===== src/rtl/pcs_am_pkg.sv =====
// Shared constants for the per-lane alignment-marker lock: AM table, block
// field offsets, idle replacement block and lock FSM state encoding.
package pcs_am_pkg;

    localparam int N_AM_TABLE = 20;

    localparam logic [1:0]  CTRL_SH    = 2'b10;
    localparam logic [65:0] IDLE_BLOCK = {CTRL_SH, 64'h0};

    localparam int SH_LSB   = 64;
    localparam int M012_LSB = 40;
    localparam int BIP3_LSB = 32;
    localparam int M456_LSB = 8;
    localparam int BIP7_LSB = 0;

    localparam logic [65:0] BIP_FIELDS_MASK = {2'b00, 24'h0, 8'hFF, 24'h0, 8'hFF};

    typedef enum logic [1:0] {
        LOCK_INIT,
        FIND_1ST,
        COUNT_1,
        COUNT_2
    } am_state_e;

    // M0..M2 per lane; M4..M6 are their bitwise complements.
    function automatic logic [23:0] am_m012(input logic [4:0] idx);
        case (idx)
            5'd0:    return 24'hC16821;
            5'd1:    return 24'h9D718E;
            5'd2:    return 24'h594BE8;
            5'd3:    return 24'h4D957B;
            5'd4:    return 24'hF50709;
            5'd5:    return 24'hDD14C2;
            5'd6:    return 24'h9A4A26;
            5'd7:    return 24'h7B4566;
            5'd8:    return 24'hA02476;
            5'd9:    return 24'h68C9FB;
            5'd10:   return 24'hFD6C99;
            5'd11:   return 24'hB99155;
            5'd12:   return 24'h5CB9B2;
            5'd13:   return 24'h1AF8BD;
            5'd14:   return 24'h83C7CA;
            5'd15:   return 24'h3536CD;
            5'd16:   return 24'hC4314C;
            5'd17:   return 24'hADD6B7;
            5'd18:   return 24'h5F662A;
            5'd19:   return 24'hC0F0E5;
            default: return 24'h0;
        endcase
    endfunction

    function automatic logic [47:0] am_key(input logic [4:0] idx);
        logic [23:0] m;
        m = am_m012(idx);
        return {m, ~m};
    endfunction

endpackage


===== src/rtl/am_bip_accumulator.sv =====
// Running BIP over the coded block stream; closes on each AM position, compares
// against the received BIP3 when asked and keeps a saturating error count.
module am_bip_accumulator
    import pcs_am_pkg::*;
#(
    parameter int LEN_CODED_BLOCK  = 66,
    parameter int NB_BIP           = 8,
    parameter int NB_ERROR_COUNTER = 32
) (
    input  logic                        i_clock,
    input  logic                        i_reset,
    input  logic                        i_step,
    input  logic [LEN_CODED_BLOCK-1:0]  i_data,
    input  logic                        i_close,
    input  logic                        i_check,
    input  logic                        i_clear,
    output logic [NB_ERROR_COUNTER-1:0] o_error_count
);

    logic [NB_BIP-1:0]          acc;
    logic [NB_BIP-1:0]          blk_fold;
    logic [NB_BIP-1:0]          am_fold;
    logic [NB_BIP-1:0]          calc;
    logic [LEN_CODED_BLOCK-1:0] am_zeroed;

    assign am_zeroed = i_data & ~LEN_CODED_BLOCK'(BIP_FIELDS_MASK);

    always_comb begin
        blk_fold = '0;
        am_fold  = '0;
        for (int i = 0; i < LEN_CODED_BLOCK; i++) begin
            blk_fold[i % NB_BIP] ^= i_data[i];
            am_fold[i % NB_BIP]  ^= am_zeroed[i];
        end
    end

    // The closing AM contributes with its own BIP fields zeroed.
    assign calc = acc ^ am_fold;

    always_ff @(posedge i_clock) begin
        if (i_reset) begin
            acc           <= '0;
            o_error_count <= '0;
        end else begin
            if (i_step)
                acc <= i_close ? '0 : (acc ^ blk_fold);
            if (i_clear)
                o_error_count <= '0;
            else if (i_check && (calc != i_data[BIP3_LSB +: NB_BIP]) && (o_error_count != '1))
                o_error_count <= o_error_count + NB_ERROR_COUNTER'(1);
        end
    end

endmodule


===== src/rtl/am_lock_unit.sv =====
// Per-lane alignment-marker lock: finds the lane's AM, confirms the period,
// tracks invalid AMs, checks BIP3 and optionally blanks AMs on the output.
module am_lock_unit
    import pcs_am_pkg::*;
#(
    parameter int LEN_CODED_BLOCK  = 66,
    parameter int N_ALIGNER        = 20,
    parameter int NB_LANE_ID       = $clog2(N_ALIGNER),
    parameter int N_BLOCKS         = 16383,
    parameter int NB_BIP           = 8,
    parameter int NB_ERROR_COUNTER = 32,
    parameter int NB_INVALID       = 4
) (
    input  logic                        i_clock,
    input  logic                        i_reset,
    input  logic                        i_enable,
    input  logic                        i_valid,
    input  logic                        i_block_lock,
    input  logic [LEN_CODED_BLOCK-1:0]  i_data,
    input  logic [NB_INVALID-1:0]       i_am_invalid_limit,
    input  logic                        i_restore_am_en,
    input  logic                        i_clear_counters,
    output logic [LEN_CODED_BLOCK-1:0]  o_data,
    output logic                        o_valid,
    output logic [NB_LANE_ID-1:0]       o_lane_id,
    output logic                        o_am_lock,
    output logic                        o_resync,
    output logic                        o_start_of_lane,
    output logic [NB_ERROR_COUNTER-1:0] o_bip_error_count,
    output logic [NB_INVALID-1:0]       o_am_invalid_count
);

    localparam int                  NB_TIMER  = $clog2(N_BLOCKS + 1);
    localparam logic [NB_TIMER-1:0] TIMER_END = NB_TIMER'(N_BLOCKS);

    am_state_e             state;
    logic [NB_TIMER-1:0]   timer;
    logic [47:0]           key;
    logic [N_ALIGNER-1:0]  hits;
    logic [NB_LANE_ID-1:0] hit_idx;
    logic [NB_INVALID-1:0] limit_eff;
    logic [NB_INVALID-1:0] inv_next;
    logic step, sh_ok, hit_unique, match_stored, in_count, eval_am, find_acc, accept;

    assign step  = i_enable & i_valid;
    assign sh_ok = (i_data[SH_LSB +: 2] == CTRL_SH);
    assign key   = {i_data[M012_LSB +: 24], i_data[M456_LSB +: 24]};

    always_comb begin
        hits    = '0;
        hit_idx = '0;
        for (int i = 0; i < N_ALIGNER; i++) begin
            hits[i] = sh_ok && (key == am_key(5'(i)));
            if (hits[i])
                hit_idx = NB_LANE_ID'(i);
        end
    end

    assign hit_unique   = $onehot(hits);
    assign match_stored = sh_ok && (key == am_key(5'(o_lane_id)));
    assign in_count     = (state == COUNT_1) || (state == COUNT_2);

    // eval_am marks the block sitting at the expected AM position.
    assign eval_am  = step & i_block_lock & in_count & (timer == TIMER_END);
    assign find_acc = step & i_block_lock & (state == FIND_1ST) & hit_unique;
    assign accept   = find_acc | (eval_am & match_stored);

    assign limit_eff = (i_am_invalid_limit == '0) ? NB_INVALID'(1) : i_am_invalid_limit;
    assign inv_next  = o_am_invalid_count + NB_INVALID'(1);

    am_bip_accumulator #(
        .LEN_CODED_BLOCK  (LEN_CODED_BLOCK),
        .NB_BIP           (NB_BIP),
        .NB_ERROR_COUNTER (NB_ERROR_COUNTER)
    ) u_bip (
        .i_clock       (i_clock),
        .i_reset       (i_reset),
        .i_step        (step),
        .i_data        (i_data),
        .i_close       (find_acc | eval_am),
        .i_check       (eval_am & match_stored),
        .i_clear       (i_enable & i_clear_counters),
        .o_error_count (o_bip_error_count)
    );

    always_ff @(posedge i_clock) begin
        if (i_reset) begin
            state              <= LOCK_INIT;
            timer              <= '0;
            o_data             <= '0;
            o_valid            <= 1'b0;
            o_lane_id          <= '0;
            o_am_lock          <= 1'b0;
            o_resync           <= 1'b0;
            o_start_of_lane    <= 1'b0;
            o_am_invalid_count <= '0;
        end else if (i_enable) begin
            o_valid         <= i_valid;
            o_resync        <= 1'b0;
            o_start_of_lane <= accept;
            if (i_valid) begin
                o_data <= (accept && i_restore_am_en) ? LEN_CODED_BLOCK'(IDLE_BLOCK) : i_data;
                timer  <= (find_acc || eval_am) ? '0 : timer + NB_TIMER'(1);
            end
            if (!i_block_lock) begin
                state              <= LOCK_INIT;
                o_am_lock          <= 1'b0;
                o_am_invalid_count <= '0;
            end else begin
                case (state)
                    LOCK_INIT: state <= FIND_1ST;
                    FIND_1ST: if (find_acc) begin
                        state     <= COUNT_1;
                        o_lane_id <= hit_idx;
                    end
                    COUNT_1: if (eval_am) begin
                        if (match_stored) begin
                            state              <= COUNT_2;
                            o_am_lock          <= 1'b1;
                            o_am_invalid_count <= '0;
                        end else begin
                            state <= FIND_1ST;
                        end
                    end
                    COUNT_2: if (eval_am) begin
                        if (match_stored) begin
                            o_am_invalid_count <= '0;
                        end else if (inv_next >= limit_eff) begin
                            state              <= FIND_1ST;
                            o_am_lock          <= 1'b0;
                            o_resync           <= 1'b1;
                            o_am_invalid_count <= '0;
                        end else begin
                            o_am_invalid_count <= inv_next;
                        end
                    end
                    default: state <= LOCK_INIT;
                endcase
            end
        end
    end

endmodule


===== config.mk =====
export PLATFORM = sky130hd
export DESIGN_NAME = am_lock_unit
export DESIGN_NICKNAME = d
export VERILOG_FILES = /design/src/rtl/pcs_am_pkg.sv /design/src/rtl/am_bip_accumulator.sv /design/src/rtl/am_lock_unit.sv
export SDC_FILE = /design/constraint.sdc
export NUM_CORES = 1
export LEC_CHECK = 0
export BUFFER_PORTS_ARGS = -buffer_cell sky130_fd_sc_hd__clkbuf_2
export CAP_MARGIN = 5
export CORE_ASPECT_RATIO = 1.4
export CORE_MARGIN = 2
export CORE_UTILIZATION = 33
export DETAILED_ROUTE_END_ITERATION = 7
export PLACE_DENSITY = 0.61
export SETUP_SLACK_MARGIN = 0.2
export SYNTH_ARGS = -nofsm -noshare
export SYNTH_HDL_FRONTEND = slang
export SYNTH_SLANG_ARGS = --single-unit

===== constraint.sdc =====
create_clock -name i_clock -period 11.3 [get_ports i_clock]
set_input_delay 1.13 -clock i_clock [delete_from_list [all_inputs] [get_ports i_clock]]
set_output_delay 1.13 -clock i_clock [all_outputs]
set_load 0.02 [all_outputs]

# ---- After elaboration in Yosys (flattened, before gate mapping)
# Memories as Yosys holds them, arrays and structs flattened. A register that Yosys moved wholly into a read port is not among the register bits.
# Cells that the tools add are included.
dict set report op_classes {
  magnitude_cmp 1
  mux 52
  bitwise_logic 113
  reduce_logical 34
  addsub 22
  eq_ne 36
}
# operator count
set op_table {}
lappend op_table {{$eq 48x48->1 const B} 12}
lappend op_table {{$eq 48x47->1 const B} 6}
lappend op_table {{$xor 1x1->1} 100}
lappend op_table {{$mux 66} 1}
lappend op_table {{$mux 4} 15}
lappend op_table {{$eq 48x45->1 const B} 1}
lappend op_table {{$eq 48x46->1 const B} 1}
lappend op_table {{$eq 48x48->1} 1}
lappend op_table {{$add 32x1->32 const B} 1}
lappend op_table {{$ne 32x32->1 const B} 1}
lappend op_table {{$mux 5} 6}
lappend op_table {{$logic_and 1x1->1} 24}
lappend op_table {{$not 24->24} 1}
lappend op_table {{$add 1x1->2} 10}
lappend op_table {{$mux 2} 9}
lappend op_table {{$xor 8x8->8} 2}
lappend op_table {{$add 2x2->3} 5}
lappend op_table {{$ne 3x3->1 const B} 5}
lappend op_table {{$add 14x1->14 const B} 1}
lappend op_table {{$eq 14x14->1 const B} 1}
lappend op_table {{$mux 14} 1}
lappend op_table {{$mux 1} 12}
lappend op_table {{$mux 3} 4}
lappend op_table {{$add 3x3->4} 2}
lappend op_table {{25 further kinds} 36}
dict set report word_totals {
  out_inout_bits 111
  n_memories 1
  rom_bits 768
  word_cells 270
  ff_bits 135
}
# memory words width read_ports rd_clocked_by_memory_dff wr line
set memory_table {}
lappend memory_table {{(name not given)} 32 24 1 1 0 pcs_am_pkg.sv:27} ;# case (idx)

# ---- Logic depth before layout (Yosys ltp)
dict set report logic_depth {
  ltp_word 23
  ltp_mapped 29
  depth_no_buf 27
}

# ---- Hierarchy
# From an unflattened synthesis, not the netlist that was laid out.
dict set report hier_totals {
  cells_unflattened 1132
  hier_area_um2 10015.9
}
# mod cells_each area_per_inst_um2 seq_area_each_um2 n_inst
set modules_own_cells {}
lappend modules_own_cells {am_lock_unit 836 7287.0 2382.3 1}
lappend modules_own_cells {am_bip_accumulator 296 2728.9 800.8 1}

# ---- Least setup slack after synthesis
# OpenSTA, ideal clock, no wires.
dict set report synth_timing {
  kind {input -> register}
  startpoint {input port i_data[47]}
  endpoint {register with a tool-made name}
  setup_ns 0.069
  arrival_ns 8.141
  path_slack_ns 3.090
  cell_stages 25
  n_path_buf 2
  path_cell_list {buf_2 -> and4bb_2 -> nor2b_1 -> nand4b_1 -> or4_1 -> fa_1 -> inv_1 -> fa_1 -> fa_1 -> fa_1 -> inv_1 -> fa_1 -> inv_1 -> ha_1 -> fa_1 -> nand4b_1 -> nor2_1 -> o2111ai_2 -> nor2_1 -> nand4_1 -> o221ai_2 -> clkbuf_1 -> ha_1 -> or4_1 -> o21ai_1}
}
# element line
set synth_lines {}
lappend synth_lines {{start, declared} am_lock_unit.sv:19} ;# input logic [LEN_CODED_BLOCK-1:0] i_data,

==> out/results.txt <==
The mean post-synth cell area came out at 8.81 um^2. The proportion of power drawn by the clock network came out at 0.429. The flip-flop and latch count after synthesis was 159; the placed instance area was 11,300 um^2. The cell count after synthesis came out at 1,154. The largest fanout on the critical path is 16, and the clock-pin slew reported for the worst setup and hold paths after clock tree synthesis is 0.07 ns. Summing all multi-input logic gate instances after layout gives 6460 um^2. The number of levels in the clock H-tree was 4.

The flow ran to the end, and the final reports show no timing, DRC or antenna violations. The logs give 0 for the number of buffers inserted by hold repair at cts and 3180 um^2 for the footprint of the flip-flops and latches. After the last flow step, the layout net total stands at 1,410. Number of sinks handled by clock tree synthesis: 159. The logs give 0.236 for the relative slew slack and 0.230 for the overall track demand over capacity in global routing. The tools report the sequential share of the synthesized area as 0.313. Once placement completed, the tool counted placed cells totaling 1,665. The critical path is of the input pin to flop type. The number of clock buffers added by TritonCTS is 17. The path with the worst hold slack has its endpoint at o_resync$_SDFFE_PP0P_. The number of slew-limit violations in the final report came out at 0.

The count of filler cells inserted in the layout is 3,134, and the overall overflow remaining after global route is 0. The logs give 0 for the residual antenna-violating net count after detailed routing and 2 for the deepest clock path buffer count. The core box area was 30,500 um^2. The tools report the reg-to-reg setup timing slack as 7.50 ns.

Routability-driven placement finished with a final weighted congestion of 0.988. The tool flagged a number of max-cap violations equal to 0. The share of post-route cells with drive strength above 1 came out at 0.233. Counting every net in the synthesized netlist gives 1,270. TritonCTS built the clock tree. The first-pass detailed-route iteration total is 6, and the number of vias in the routed layout is 9,800. The number of setup buffers added after CTS is 0.

Clock tree synthesis selected as its root buffer the cell sky130_fd_sc_hd__clkbuf_16. In this run, the number of DRC markers left after iteration 0 of detailed routing was 860. Detailed-placement wirelength estimate: 28.3 mm. For the hold violation total from the final report, the log shows 0.

The Yosys step of the flow raised 0 warnings. In this run the tool buffered the top-level ports with 187 buffer cells. Die extent in x: 152 um. Once layout is complete, the cells apart from fillers number 1,697. Gates resized during post-CTS repair numbered 0. The number of stages on the worst hold path was 2; the die height was 212 um. The switching component of the power is 413 uW, and the row count is 76.

The clock reaches the later pin of the worst-skew pair after 0.46 ns. Across the VDD grid, the largest voltage drop is 0.0961 mV. The tools report the internal power of the cells as 1010 uW. Number of antenna violations at the first check in global routing: 0. Adding up every negative setup slack in the final design gives 0 ns. Share of total power consumed by net switching: 0.290. Among all flip-flop cells after synthesis, the most frequent one is sky130_fd_sc_hd__dfxtp_1. For the worst flop-to-flop path, the logic depth is 13. The shortest clock period the worst path allows after layout was 9.00 ns.

The worst setup skew after layout was 0.0139 ns. The tools report the startpoint kind of the worst setup timing path as an input pin. The combined area of all synthesized cells was 10,200 um^2; the starting density of the core was 0.333. The floorplan step defined a die boundary enclosing 32,200 um^2.

The wire length of the first global-routing pass is 56.9 mm, and the leakage power total is 0.00483 uW. 188 I/O pins were placed. The synthesized design contains 0 enable-type register cells.

0 antenna diodes ended up in the layout. The finished cells cover 11,900 um^2. The synthesis-to-layout area growth came out at 17.3%. The tools report the sequential share of power as 0.413.

STA puts the critical path data required time at 11.63 ns. The portion of total power attributed to combinational logic is 0.158, and the number of setup violations in the final report is 0. The synthesized netlist contains 94 unique library cells.

The worst setup path is captured at a flop. For this design the ratio of total power to cell area is 119 nW/um^2. The proportion of synthesized flip-flops having asynchronous set or reset works out to 0.

After detailed routing, the number of remaining DRC violations is 0. The final worst-path cycle share is 0.796. The logs give 111 MHz for the top achievable clock speed and 9.33 ns for the critical path data arrival time. The via-per-instance ratio came out at 5.77. The startpoint identified for the worst register-to-register timing path is state[1]$_SDFFE_PP0P_. Entering global routing, the biggest net connects 88 pins. The logs give 37.6 mm for the total wirelength of the detailed-routed design and 1420 uW for the total power of the final layout. At the pin with the least slew margin, the transition time is 1.14 ns.

Setup repair after global routing left no endpoint under its margin. The number of global-route vias before repair was 9,510. The min-delay analysis places its worst path in the category flop to flop. After detailed routing, the average wire length per cell comes to 22.2 um. The startpoint identified for the worst hold timing path is o_resync$_SDFFE_PP0P_.
cell families after synthesis:
kind of cell | share of synthesized area
AND/OR/NAND/NOR | 0.316
AO/OA/AOI/OAI | 0.138
XOR/XNOR | 0.110
multiplexers | 0.0118
buffers and inverters | 0.0524
adder cells (fa/ha/maj) | 0.0583
flip-flops | 0.313
how the worst max path moves through the flow:
| stage | startpoint | to | slack (ns) | cells past startpoint |
|---|---|---|---|---|
| finish | i_data[22] | flop | 2.30 | 27 |
| global route | i_data[18] | flop | 1.80 | 26 |
| CTS | i_data[22] | flop | 2.51 | 27 |
| detailed placement | i_data[57] | flop | 2.06 | 26 |
| global placement | i_data[18] | flop | 2.17 | 26 |
| floorplan | i_data[47] | flop | 3.09 | 25 |
layout by cell type (no fill, tap or decap), types with 5 or more instances in the layout:
cell type	Yosys	layout
sky130_fd_sc_hd__o22ai_1	12	12
sky130_fd_sc_hd__nand3_1	39	39
sky130_fd_sc_hd__and4bb_2	30	30
sky130_fd_sc_hd__nor3_1	17	17
sky130_fd_sc_hd__clkbuf_16	0	17
sky130_fd_sc_hd__and3b_1	17	17
sky130_fd_sc_hd__and4bb_1	7	7
sky130_fd_sc_hd__ha_1	25	25
sky130_fd_sc_hd__o211ai_1	9	9
sky130_fd_sc_hd__a21oi_1	28	27
sky130_fd_sc_hd__nand4_1	59	59
sky130_fd_sc_hd__nor4_1	20	20
sky130_fd_sc_hd__xnor2_1	66	66
sky130_fd_sc_hd__a22oi_1	65	65
sky130_fd_sc_hd__or4_1	10	10
sky130_fd_sc_hd__buf_4	0	8
sky130_fd_sc_hd__inv_1	45	45
sky130_fd_sc_hd__clkbuf_2	2	186
sky130_fd_sc_hd__nand2b_1	5	5
sky130_fd_sc_hd__xnor3_1	14	14
sky130_fd_sc_hd__o31ai_1	5	5
sky130_fd_sc_hd__inv_6	0	5
sky130_fd_sc_hd__and3_1	6	6
sky130_fd_sc_hd__nor3b_1	19	19
sky130_fd_sc_hd__xor2_1	26	26
sky130_fd_sc_hd__nor2_1	160	160
sky130_fd_sc_hd__nand2_1	57	56
sky130_fd_sc_hd__mux2_2	6	6
sky130_fd_sc_hd__or3_1	10	10
sky130_fd_sc_hd__nor2b_1	6	6
sky130_fd_sc_hd__o21ai_0	19	19
sky130_fd_sc_hd__nor4bb_1	13	13
sky130_fd_sc_hd__nand4b_1	7	7
sky130_fd_sc_hd__fa_1	14	14
sky130_fd_sc_hd__dfxtp_1	159	159
sky130_fd_sc_hd__and2_1	7	7
critical path, cell delays in order:
cell and delay, ns:
sky130_fd_sc_hd__clkbuf_2 0.28, sky130_fd_sc_hd__nor4bb_1 0.76, sky130_fd_sc_hd__nand4b_1 0.20, sky130_fd_sc_hd__or4_1 0.49
sky130_fd_sc_hd__inv_1 0.13, sky130_fd_sc_hd__fa_1 0.40, sky130_fd_sc_hd__inv_1 0.09, sky130_fd_sc_hd__fa_1 0.42
sky130_fd_sc_hd__inv_1 0.08, sky130_fd_sc_hd__fa_1 0.43, sky130_fd_sc_hd__fa_1 0.54, sky130_fd_sc_hd__inv_1 0.06
sky130_fd_sc_hd__fa_1 0.54, sky130_fd_sc_hd__inv_1 0.05, sky130_fd_sc_hd__ha_1 0.22, sky130_fd_sc_hd__fa_1 0.43
sky130_fd_sc_hd__nand4b_1 0.17, sky130_fd_sc_hd__nor2_1 0.16, sky130_fd_sc_hd__o2111ai_2 0.24, sky130_fd_sc_hd__nor2_1 0.18
sky130_fd_sc_hd__nand4_1 0.17, sky130_fd_sc_hd__o31ai_2 0.96, sky130_fd_sc_hd__ha_1 0.39, sky130_fd_sc_hd__inv_1 0.15
sky130_fd_sc_hd__a21oi_1 0.32, sky130_fd_sc_hd__a2bb2oi_1 0.22, sky130_fd_sc_hd__o21ai_0 0.09
cells in the mapped netlist (12+ instances only):
cell | instances | area (um^2)
sky130_fd_sc_hd__a21oi_1 | 28 | 140
sky130_fd_sc_hd__a22oi_1 | 65 | 488
sky130_fd_sc_hd__and3b_1 | 17 | 149
sky130_fd_sc_hd__and4bb_2 | 30 | 375
sky130_fd_sc_hd__buf_2 | 38 | 190
sky130_fd_sc_hd__clkbuf_1 | 25 | 93.8
sky130_fd_sc_hd__dfxtp_1 | 159 | 3180
sky130_fd_sc_hd__fa_1 | 14 | 280
sky130_fd_sc_hd__ha_1 | 25 | 313
sky130_fd_sc_hd__inv_1 | 45 | 169
sky130_fd_sc_hd__nand2_1 | 57 | 214
sky130_fd_sc_hd__nand3_1 | 39 | 195
sky130_fd_sc_hd__nand4_1 | 59 | 369
sky130_fd_sc_hd__nor2_1 | 160 | 601
sky130_fd_sc_hd__nor3_1 | 17 | 85.1
sky130_fd_sc_hd__nor3b_1 | 19 | 143
sky130_fd_sc_hd__nor4_1 | 20 | 125
sky130_fd_sc_hd__nor4bb_1 | 13 | 130
sky130_fd_sc_hd__o21ai_0 | 19 | 95.1
sky130_fd_sc_hd__o22ai_1 | 12 | 75.1
sky130_fd_sc_hd__xnor2_1 | 66 | 578
sky130_fd_sc_hd__xnor3_1 | 14 | 315
sky130_fd_sc_hd__xor2_1 | 26 | 228
final cells by class:
cell class	instances	area share
multi-input combinational	873	0.542
sequential	159	0.267
timing repair buffer	194	0.0831
tap	390	0.0409
clock buffer	18	0.0368
clock inverter	14	0.0145
inverter	49	0.0156
stage by stage:
step / utilization / hold WS [ns] / setup WS [ns]
CTS: 0.391 / 0.498 / 2.51
floorplan: - / 0.459 / 3.09
detailed placement: 0.371 / 0.483 / 2.06
finish: 0.391 / 0.492 / 2.30
global placement: 0.371 / 0.468 / 2.17
global route: 0.391 / 0.512 / 1.80
power by group through the flow:
stage               Combinational [uW]  Sequential [uW]  Clock (uW)
floorplan                          134              611           0
global placement                   222              599           0
detailed placement                 223              600           0
CTS                                224              587         623
global route                       240              589         644
finish                             225              587         610
per-layer routing:
metal	routed length, um	vias up	global-route usage
met5	0	-	0
met4	2580	0	0.155
met3	2360	132	0.0454
met2	18500	458	0.396
met1	14200	4711	0.256
li1	-	4499	-
(Power assumes the default switching activity.)
